--- src/rtl/hazard_pkg.sv ---
// Shared opcodes, flush FSM state type and helpers for the pipeline hazard controller.
package hazard_pkg;

   typedef enum logic [6:0] {
      OP_LOAD   = 7'b0000011,
      OP_BRANCH = 7'b1100011,
      OP_JALR   = 7'b1100111,
      OP_JAL    = 7'b1101111
   } opcode_e;

   typedef enum logic {
      IDLE  = 1'b0,
      FLUSH = 1'b1
   } flush_state_e;

   // Wide enough for FLUSH_CYCLES-1 with FLUSH_CYCLES up to 7.
   localparam int FLUSH_CNT_W = 3;

   // Consumers that read their operands in ID and so cannot use EX/MEM forwarding.
   function automatic logic resolves_in_id(input logic [6:0] op);
      return (op == OP_BRANCH) || (op == OP_JALR);
   endfunction

endpackage

--- src/rtl/load_scoreboard.sv ---
// Per-register countdown of in-flight loads, with two ID read ports and
// opcode-dependent thresholds for branch versus ALU consumers.
module load_scoreboard
   import hazard_pkg::*;
#(
   parameter int REG_AW   = 5,
   parameter int ALU_WAIT = 1,
   parameter int BR_WAIT  = 2
) (
   input  logic              clk,
   input  logic              rst,
   input  logic              issue,
   input  logic              freeze,
   input  logic              is_load,
   input  logic [REG_AW-1:0] rd,
   input  logic [6:0]        op,
   input  logic [REG_AW-1:0] rs1,
   input  logic              use_rs1,
   input  logic [REG_AW-1:0] rs2,
   input  logic              use_rs2,
   output logic              dep_rs1,
   output logic              dep_rs2,
   output logic              sb_busy
);

   localparam int NREG = 2 ** REG_AW;
   localparam int CW   = (BR_WAIT < 1) ? 1 : $clog2(BR_WAIT + 1);

   localparam logic [CW-1:0] BR_CNT  = CW'(BR_WAIT);
   localparam logic [CW-1:0] ALU_THR = CW'(BR_WAIT - ALU_WAIT);

   logic [CW-1:0] cnt [NREG];
   logic [CW-1:0] thr;

   // Entry 0 is only ever reset, so x0 reads as permanently clear.
   always_ff @(posedge clk or posedge rst) begin
      if (rst) begin
         for (int i = 0; i < NREG; i++) cnt[i] <= '0;
      end else if (!freeze) begin
         for (int i = 1; i < NREG; i++) begin
            if (issue && is_load && (rd == REG_AW'(i))) begin
               cnt[i] <= BR_CNT;
            end else if (cnt[i] != '0) begin
               cnt[i] <= cnt[i] - CW'(1);
            end
         end
      end
   end

   always_comb begin
      thr = resolves_in_id(op) ? '0 : ALU_THR;
   end

   assign dep_rs1 = use_rs1 & (rs1 != '0) & (cnt[rs1] > thr);
   assign dep_rs2 = use_rs2 & (rs2 != '0) & (cnt[rs2] > thr);

   always_comb begin
      sb_busy = 1'b0;
      for (int i = 0; i < NREG; i++) begin
         sb_busy = sb_busy | (cnt[i] != '0);
      end
   end

endmodule

--- src/rtl/hazard_scoreboard_unit.sv ---
// Pipeline hazard controller: load-use stalls, memory freeze and redirect flushes.
// Optional macro BP_FLUSH_EN restricts flushes to mispredicted control transfers.
module hazard_scoreboard_unit
   import hazard_pkg::*;
#(
   parameter int REG_AW       = 5,
   parameter int ALU_WAIT     = 1,
   parameter int BR_WAIT      = 2,
   parameter int FLUSH_CYCLES = 1
) (
   input  logic              clk,
   input  logic              rst,
   input  logic              id_valid,
   input  logic [6:0]        id_op,
   input  logic [REG_AW-1:0] id_rs1,
   input  logic [REG_AW-1:0] id_rs2,
   input  logic              id_use_rs1,
   input  logic              id_use_rs2,
   input  logic              id_is_load,
   input  logic [REG_AW-1:0] id_rd,
   input  logic              redirect,
   input  logic              pred_taken,
   input  logic              mem_stall,
   output logic              pc_hold,
   output logic              ifid_hold,
   output logic              idex_bubble,
   output logic              ifid_flush,
   output logic              sb_busy
);

   localparam logic [FLUSH_CNT_W-1:0] FLUSH_LOAD = FLUSH_CNT_W'(FLUSH_CYCLES - 1);

   logic dep_rs1;
   logic dep_rs2;
   logic ld_stall;
   logic issue;
   logic advance;
   logic redirect_q;

   flush_state_e           state, state_n;
   logic [FLUSH_CNT_W-1:0] fcnt, fcnt_n;

   // id_valid qualifies every ID field; an instruction issues on the first
   // cycle it is valid while neither the memory freeze nor the IF/ID hold is up.
   assign issue    = id_valid & ~ifid_hold & ~mem_stall;
   assign ld_stall = id_valid & (dep_rs1 | dep_rs2);
   assign advance  = ~mem_stall & ~ld_stall;

`ifdef BP_FLUSH_EN
   assign redirect_q = redirect ^ pred_taken;
`else
   logic pred_taken_unused;
   assign pred_taken_unused = pred_taken;
   assign redirect_q        = redirect;
`endif

   load_scoreboard #(
      .REG_AW   (REG_AW),
      .ALU_WAIT (ALU_WAIT),
      .BR_WAIT  (BR_WAIT)
   ) u_sb (
      .clk     (clk),
      .rst     (rst),
      .issue   (issue),
      .freeze  (mem_stall),
      .is_load (id_is_load),
      .rd      (id_rd),
      .op      (id_op),
      .rs1     (id_rs1),
      .use_rs1 (id_use_rs1),
      .rs2     (id_rs2),
      .use_rs2 (id_use_rs2),
      .dep_rs1 (dep_rs1),
      .dep_rs2 (dep_rs2),
      .sb_busy (sb_busy)
   );

   always_comb begin
      pc_hold     = 1'b0;
      ifid_hold   = 1'b0;
      idex_bubble = 1'b0;
      ifid_flush  = 1'b0;
      if (mem_stall) begin
         pc_hold   = 1'b1;
         ifid_hold = 1'b1;
      end else if (ld_stall) begin
         // A stalled branch has not really resolved, so its redirect is dropped.
         pc_hold     = 1'b1;
         ifid_hold   = 1'b1;
         idex_bubble = 1'b1;
      end else begin
         ifid_flush = (state == FLUSH) | redirect_q;
      end
   end

   always_ff @(posedge clk or posedge rst) begin
      if (rst) begin
         state <= IDLE;
         fcnt  <= '0;
      end else begin
         state <= state_n;
         fcnt  <= fcnt_n;
      end
   end

   // The redirect cycle itself is the first flush; FLUSH covers the remaining ones.
   always_comb begin
      state_n = state;
      fcnt_n  = fcnt;
      if (advance) begin
         case (state)
            IDLE: begin
               if (redirect_q && (FLUSH_CYCLES > 1)) begin
                  state_n = FLUSH;
                  fcnt_n  = FLUSH_LOAD;
               end
            end
            FLUSH: begin
               if (redirect_q) begin
                  fcnt_n = FLUSH_LOAD;
               end else if (fcnt <= FLUSH_CNT_W'(1)) begin
                  state_n = IDLE;
                  fcnt_n  = '0;
               end else begin
                  fcnt_n = fcnt - FLUSH_CNT_W'(1);
               end
            end
            default: begin
               state_n = IDLE;
               fcnt_n  = '0;
            end
         endcase
      end
   end

endmodule

--- config.mk ---
export PLATFORM = sky130hd
export DESIGN_NAME = hazard_scoreboard_unit
export DESIGN_NICKNAME = d
export VERILOG_FILES = /design/src/rtl/hazard_pkg.sv /design/src/rtl/load_scoreboard.sv /design/src/rtl/hazard_scoreboard_unit.sv
export SDC_FILE = /design/constraint.sdc
export NUM_CORES = 1
export LEC_CHECK = 0
export BUFFER_PORTS_ARGS = -buffer_cell sky130_fd_sc_hd__buf_4
export CAP_MARGIN = 25
export CORE_UTILIZATION = 55
export CTS_BUF_LIST = sky130_fd_sc_hd__clkbuf_4
export CTS_CLUSTER_SIZE = 20
export DETAILED_ROUTE_END_ITERATION = 8
export GPL_TIMING_DRIVEN = 0
export PLACE_DENSITY = 0.78
export SYNTH_ARGS = -nofsm -noshare
export SYNTH_HDL_FRONTEND = slang
export SYNTH_SLANG_ARGS = --single-unit
--- constraint.sdc ---
create_clock -name clk -period 3.2 [get_ports clk]
set_input_delay 0.64 -clock clk [delete_from_list [all_inputs] [get_ports clk]]
set_output_delay 0.64 -clock clk [all_outputs]
set_load 0.05 [all_outputs]
* Word-level counts from Yosys, hierarchy flattened
Index checks and enable logic that the tools add are counted.
W data, S select, Z words.
** Cells by class
- Add/sub/neg operators :: 32
- Order comparisons :: 5
- Bitwise gates (word level) :: 46
- Equality and inequality tests :: 33
- Muxes and demuxes :: 79
- Reductions and logical operators :: 130
** Operator list (number)
- $mux W2 :: 66
- $reduce_bool A2 Y1 :: 63
- $eq A5 B5 Y1 const B :: 16
- $reduce_and A2 Y1 :: 32
- $sub A2 B1 Y2 const B :: 31
- $eq A5 B4 Y1 const B :: 8
- $or A1 B1 Y1 :: 33
- $logic_and A1 B1 Y1 :: 32
- $bmux W2 S5 :: 2
- $eq A5 B3 Y1 const B :: 4
- $eq A7 B7 Y1 const B :: 2
- $ge A6 B6 Y1 const B :: 2
- $not A5 Y6 :: 2
- $eq A5 B2 Y1 const B :: 2
- $reduce_bool A5 Y1 :: 2
- $mux W1 :: 9
- $and A1 B1 Y1 :: 8
- $mux W3 :: 2
- $eq A5 B1 Y1 const B :: 1
- $gt A2 B2 Y1 :: 2
- $le A3 B1 Y1 const B :: 1
- $not A1 Y1 :: 3
- $sub A3 B1 Y3 const B :: 1
- $logic_or A1 B1 Y1 :: 1
** Word-level totals
- Register bits :: 66
- Output and inout port bits :: 5
- Word-level logic and storage cells :: 358

* Logic depth before layout (Yosys ltp)
- Depth in word-level cells :: 32
- Gate-level depth with buffers :: 12

* Hierarchy
A second synthesis with hierarchy kept.
** Second synthesis, totals
- Cell total of the unflattened synthesis :: 540
- Area total of the unflattened synthesis :: 4993.5 um^2
** By module, submodules not included
- load_scoreboard :: area each 4675.7 um^2, times used 1, cells each 505, sequential area each 1551.5 um^2
- hazard_scoreboard_unit :: area each 317.8 um^2, times used 1, cells each 35, sequential area each 100.1 um^2

* Worst setup path after synthesis
Ideal clock, no wire load.
- Path type :: in2out
- Start :: input id_rs2[2]
- End :: output ifid_flush
- Arrival :: 3127 ps
- Stages :: 9
- Setup slack :: -567 ps
- Cells stage by stage :: buf_6 > mux4_2 > a311o_1 > nor3_2 > nor3_2 > nor3_4 > inv_2 > buf_2 > nor2_1
** On the way
- Cells in the longest elaborated chain, start to end :: 10
- Elaborated cells on any way between the ends :: 12
- Those cells by class :: 1 x order compare; 5 x mux; 5 x bitwise; 1 x reduce/logical
** RTL lines
- from (decl) :: RTL line hazard_scoreboard_unit.sv:16 : input logic [REG_AW-1:0] id_rs2,
- $not A5 Y6 (implied by the code) :: RTL line load_scoreboard.sv:55 : assign dep_rs2 = use_rs2 & (rs2 != '0) & (cnt[rs2] > thr);
- $bmux W2 S5 :: RTL line load_scoreboard.sv:55
- $mux W2 (implied by the code) (2 in series) :: RTL line load_scoreboard.sv:55
- $gt A2 B2 Y1 :: RTL line load_scoreboard.sv:55
- $and A1 B1 Y1 * :: RTL line load_scoreboard.sv:55
- $or A1 B1 Y1 * :: RTL line hazard_scoreboard_unit.sv:46 : assign ld_stall = id_valid & (dep_rs1 | dep_rs2);
- $and A1 B1 Y1 * :: RTL line hazard_scoreboard_unit.sv:46
- $mux W1 * :: RTL line hazard_scoreboard_unit.sv:86 : end else if (ld_stall) begin
- $mux W1 * :: RTL line hazard_scoreboard_unit.sv:83 : if (mem_stall) begin
- to (decl) :: RTL line hazard_scoreboard_unit.sv:27 : output logic ifid_flush,
Mark *: on every way between the ends. The rest lies on a longest branch, timed or not. The select of a mux whose other input is x is not followed.

* Worst setup path in the final report
- Start :: register u_sb.cnt[24] in the netlist's numbering
- End :: output pc_hold
** On the way
- Cells in the longest elaborated chain, start to end :: 9
- Elaborated cells on any way between the ends :: 14
- Those cells by class :: 2 x order compare; 8 x mux; 4 x bitwise
** RTL lines
- from (decl) :: RTL line load_scoreboard.sv:32 : logic [CW-1:0] cnt [NREG];
- from (signal, indexed assignment) :: RTL line load_scoreboard.sv:44 : cnt[i] <= cnt[i] - CW'(1);
- $bmux W2 S5, on equally long branches :: RTL line load_scoreboard.sv:54, load_scoreboard.sv:55
- $mux W2, on equally long branches (2 in series) :: RTL line load_scoreboard.sv:54, load_scoreboard.sv:55
- $gt A2 B2 Y1, on equally long branches :: RTL line load_scoreboard.sv:54, load_scoreboard.sv:55
- $and A1 B1 Y1, on equally long branches :: RTL line load_scoreboard.sv:54, load_scoreboard.sv:55
- $or A1 B1 Y1 * :: RTL line hazard_scoreboard_unit.sv:46
- $and A1 B1 Y1 * :: RTL line hazard_scoreboard_unit.sv:46
- $mux W1 * :: RTL line hazard_scoreboard_unit.sv:86
- $mux W1 * :: RTL line hazard_scoreboard_unit.sv:83
- to (decl) :: RTL line hazard_scoreboard_unit.sv:24 : output logic pc_hold,
Marks and branches as above.

==> flow_metrics.py <==
metrics = {
    "timing": {
        "finalCritPeriodShare_pct": 102,
        "finalClockSkew_ps": 22.0,
        "grt_setup_unrepaired": "yes",
        "tightest_slew_ps": 838,
        "fin_crit_ps": 3280,
        "finalSetupViolCount": 4,
        "fin_ws_ps": -79.4,
        "hold_violations": 0,
        "slew_headroom_pct": 44.2,
        "fmax_ghz": 0.305,
        "finalHoldWorstSlack_ps": 353,
        "slew_viol_final": 0,
    },
    "setup_path": {
        "crit_path_end_kind": "output pin",
        "cp-start-kind": "flop",
        "required_ps": 2560,
        "cp.arrival_ps": 2640,
        "path_class": "flop to output pin",
        "crit_fanout": 5,
    },
    "detailed_routing": {
        "dr.pass1.iters": 7,
        "wl_per_cell_um": 18.6,
        "via_per_inst": 6.22,
        "drtAntennaViolNets": 0,
        "vias": 4493,
        "routed_wl_um": 13500,
        "drc": 2,
        "drt_first_iter_violations": 439,
    },
    "place": {
        "place_hpwl_um": 9850,
        "place_area_um2": 5440,
        "dp_cells": 694,
        "io_buffers": 26,
        "gp_congestion": 0.942,
    },
    "global_route": {
        "grt_max_degree": 67,
        "grt_overflow_total": 0,
        "gr-usage-all-layers_pct": 29.9,
        "antenna_found_initial": 0,
        "grt_pass1_wl_um": 21900,
        "grt_pass1_vias": 4375,
    },
    "status": {
        "status": "finished with violations",
        "violations": "design-rule violations, negative setup slack",
    },
    "floorplan": {
        "rows": 34,
        "fp.dieH_um": 98.0,
        "start_util_pct": 57.6,
        "dieArea_um2": 9610,
        "core_area_um2": 8810,
        "fp.dieW_um": 98.0,
        "ioPinCount": 36,
    },
    "finish": {
        "fin_area_um2": 5700,
        "fill_cells": 704,
        "instances_no_fill": 722,
        "syn2layout_area_growth_pct": 12.3,
        "final_nets": 673,
        "multi_input_area_um2": 2980,
        "antenna_cells": 0,
        "final-seq-area_um2": 1650,
        "fin_util_pct": 64.7,
        "layout-drive-gt1-share_pct": 20.0,
    },
    "yosys": {
        "syn_area_per_cell_um2": 9.06,
        "synth_top_area_share_pct": 32.6,
        "synth_cell_types": 52,
        "syn_area_um2": 5070,
        "ys_seq_area_share_pct": 32.6,
        "syn_nets": 624,
        "synth-seq-cells": 66,
        "postSynth.asyncResetShare_pct": 100,
        "netlist_top_cells_area": "dfrtp_1, mux4_2, ha_1",
        "synth_top_cell_by_area": "dfrtp_1",
        "synth_warnings": 2,
        "synth-edff-count": 0,
        "synth_top_flop_cell": "dfrtp_1",
        "synth_cells": 560,
    },
    "power_and_ir_drop": {
        "ir_drop_uv": 446,
        "p_per_area_nw_per_um2": 795,
        "leakage_nw": 2.64,
    },
    "clock_network": {
        "numCtsBuffers": 9,
        "htree_levels": 3,
        "clk_pin_slew_worst_paths_ps": 120,
        "clock_latency_ps": 450,
        "cts_tree": "yes",
        "clock-root-buffer": "clkbuf_4",
        "cts_sinks": 66,
        "cts_hold_buffers": 0,
        "cts_buffer_depth": 2,
    },
    "run": {
        "cap_violations": 0,
    },
    "worst_hold_path": {
        "hp-class": "input pin to asynchronous set/reset pin",
    },
}
-- flip-flops by register name, summed over array words and instances, names as in the netlist --
signal / count
state: 1
fcnt: 3
u_sb.cnt: 62
-- area by class of cell --
class	instances	share of cell area, %
Inverter	71	4.77
Multi-Input combinational cell	393	52.3
Clock buffer	10	1.32
Tap cell	108	2.37
Clock inverter	6	1.01
Buffer	29	3.89
Sequential cell	66	29.0
Timing Repair Buffer	39	5.34
-- power by group --
| part | total (mW) | switching, mW | internal [mW] |
|---|---|---|---|
| Clock | 0.564 | 0.323 | 0.242 |
| Combinational | 2.23 | 1.07 | 1.16 |
| Sequential | 1.73 | 0.489 | 1.24 |
-- metrics by stage --
stage / setup TNS (ps) / power [mW] / worst slack, ps
CTS: -257 / 4.50 / -101
detailed placement: -1590 / 3.89 / -522
global route: -558 / 4.92 / -172
finish: -184 / 4.53 / -79.4
floorplan: -57.9 / 3.33 / -57.9
global placement: -1620 / 3.71 / -534
-- cell usage in the layout (no fill, tap or decap), types with 3 or more instances in the layout --
cell,n
buf_1,3
clkbuf_4,11
o21ai_1,8
o22ai_1,5
buf_4,37
xnor2_1,31
o21ai_0,26
buf_2,3
a21o_1,15
buf_6,14
nor2b_1,8
nand2_1,42
nor3_1,3
nor2_1,58
nor4_1,16
mux2i_1,12
nand2b_1,11
clkbuf_1,7
clkinv_2,3
mux4_2,20
a21oi_1,33
dfrtp_1,66
inv_1,69
mux2_2,14
ha_1,33
nor3_4,3
a31oi_1,18
-- timing repair --
action,in CTS,in global routing
resized for setup,12,2
cloned,0,0
buffers inserted,11,2
pin swaps,5,3
endpoints found under the setup margin,4,4
-- worst paths after layout --
path / slack (ps) / end / cells past startpoint / from
min in group clk: 510 / state$_DFFE_PP0N_ / 3 / redirect
max: -80 / pc_hold / 9 / u_sb.cnt[24]$_DFFE_PP0P_
max reg2reg: 310 / fcnt[2]$_DFFE_PP0P_ / 11 / u_sb.cnt[24]$_DFFE_PP0P_
min: 350 / u_sb.cnt[41]$_DFFE_PP0P_ / 2 / rst
min reg2reg: 520 / fcnt[1]$_DFFE_PP0P_ / 1 / fcnt[1]$_DFFE_PP0P_
max in group asynchronous: 2290 / u_sb.cnt[6]$_DFFE_PP0P_ / 2 / rst
-- cells by family (layout without fill, tap and decap cells) --
kind of cell	count (synthesis)	after routing	share of synthesized area, %
fa+ha+maj	33	33	8.14
buf+inv	101	155	9.25
xor+xnor	31	31	5.35
flops	66	66	32.6
other cells	1	1	0.0739
simple gates	157	157	15.0
mux	48	48	14.8
compound gates	123	123	14.8
-- critical path, cell delays in order, from the launching register on --
cell,delay (ps)
dfrtp_1,440
mux4_2,480
nand2b_1,100
a31o_2,160
nor4b_2,300
nor3_4,110
nor3_4,250
inv_4,90
buf_6,120
buf_6,140
-- metal layers --
metal	vias to the layer above	wire length (um)	track usage, %
met1	2184	5280	38.1
li1	2051	-	-
met3	40	1230	6.08
met2	218	6510	49.2
met4	0	435	13.9
met5	-	0	0
-- synth_stat cells (9+ instances only) --
library cell	count
nor4_1	16
dfrtp_1	66
mux2_2	14
nand2_1	42
buf_6	10
mux2i_1	13
clkbuf_1	9
o21ai_0	26
a21o_1	15
a21oi_1	33
nand2b_1	11
inv_1	70
ha_1	33
xnor2_1	31
nor2_1	61
mux4_2	20
a31oi_1	18
Note: power is estimated with default switching activity, not from simulation.
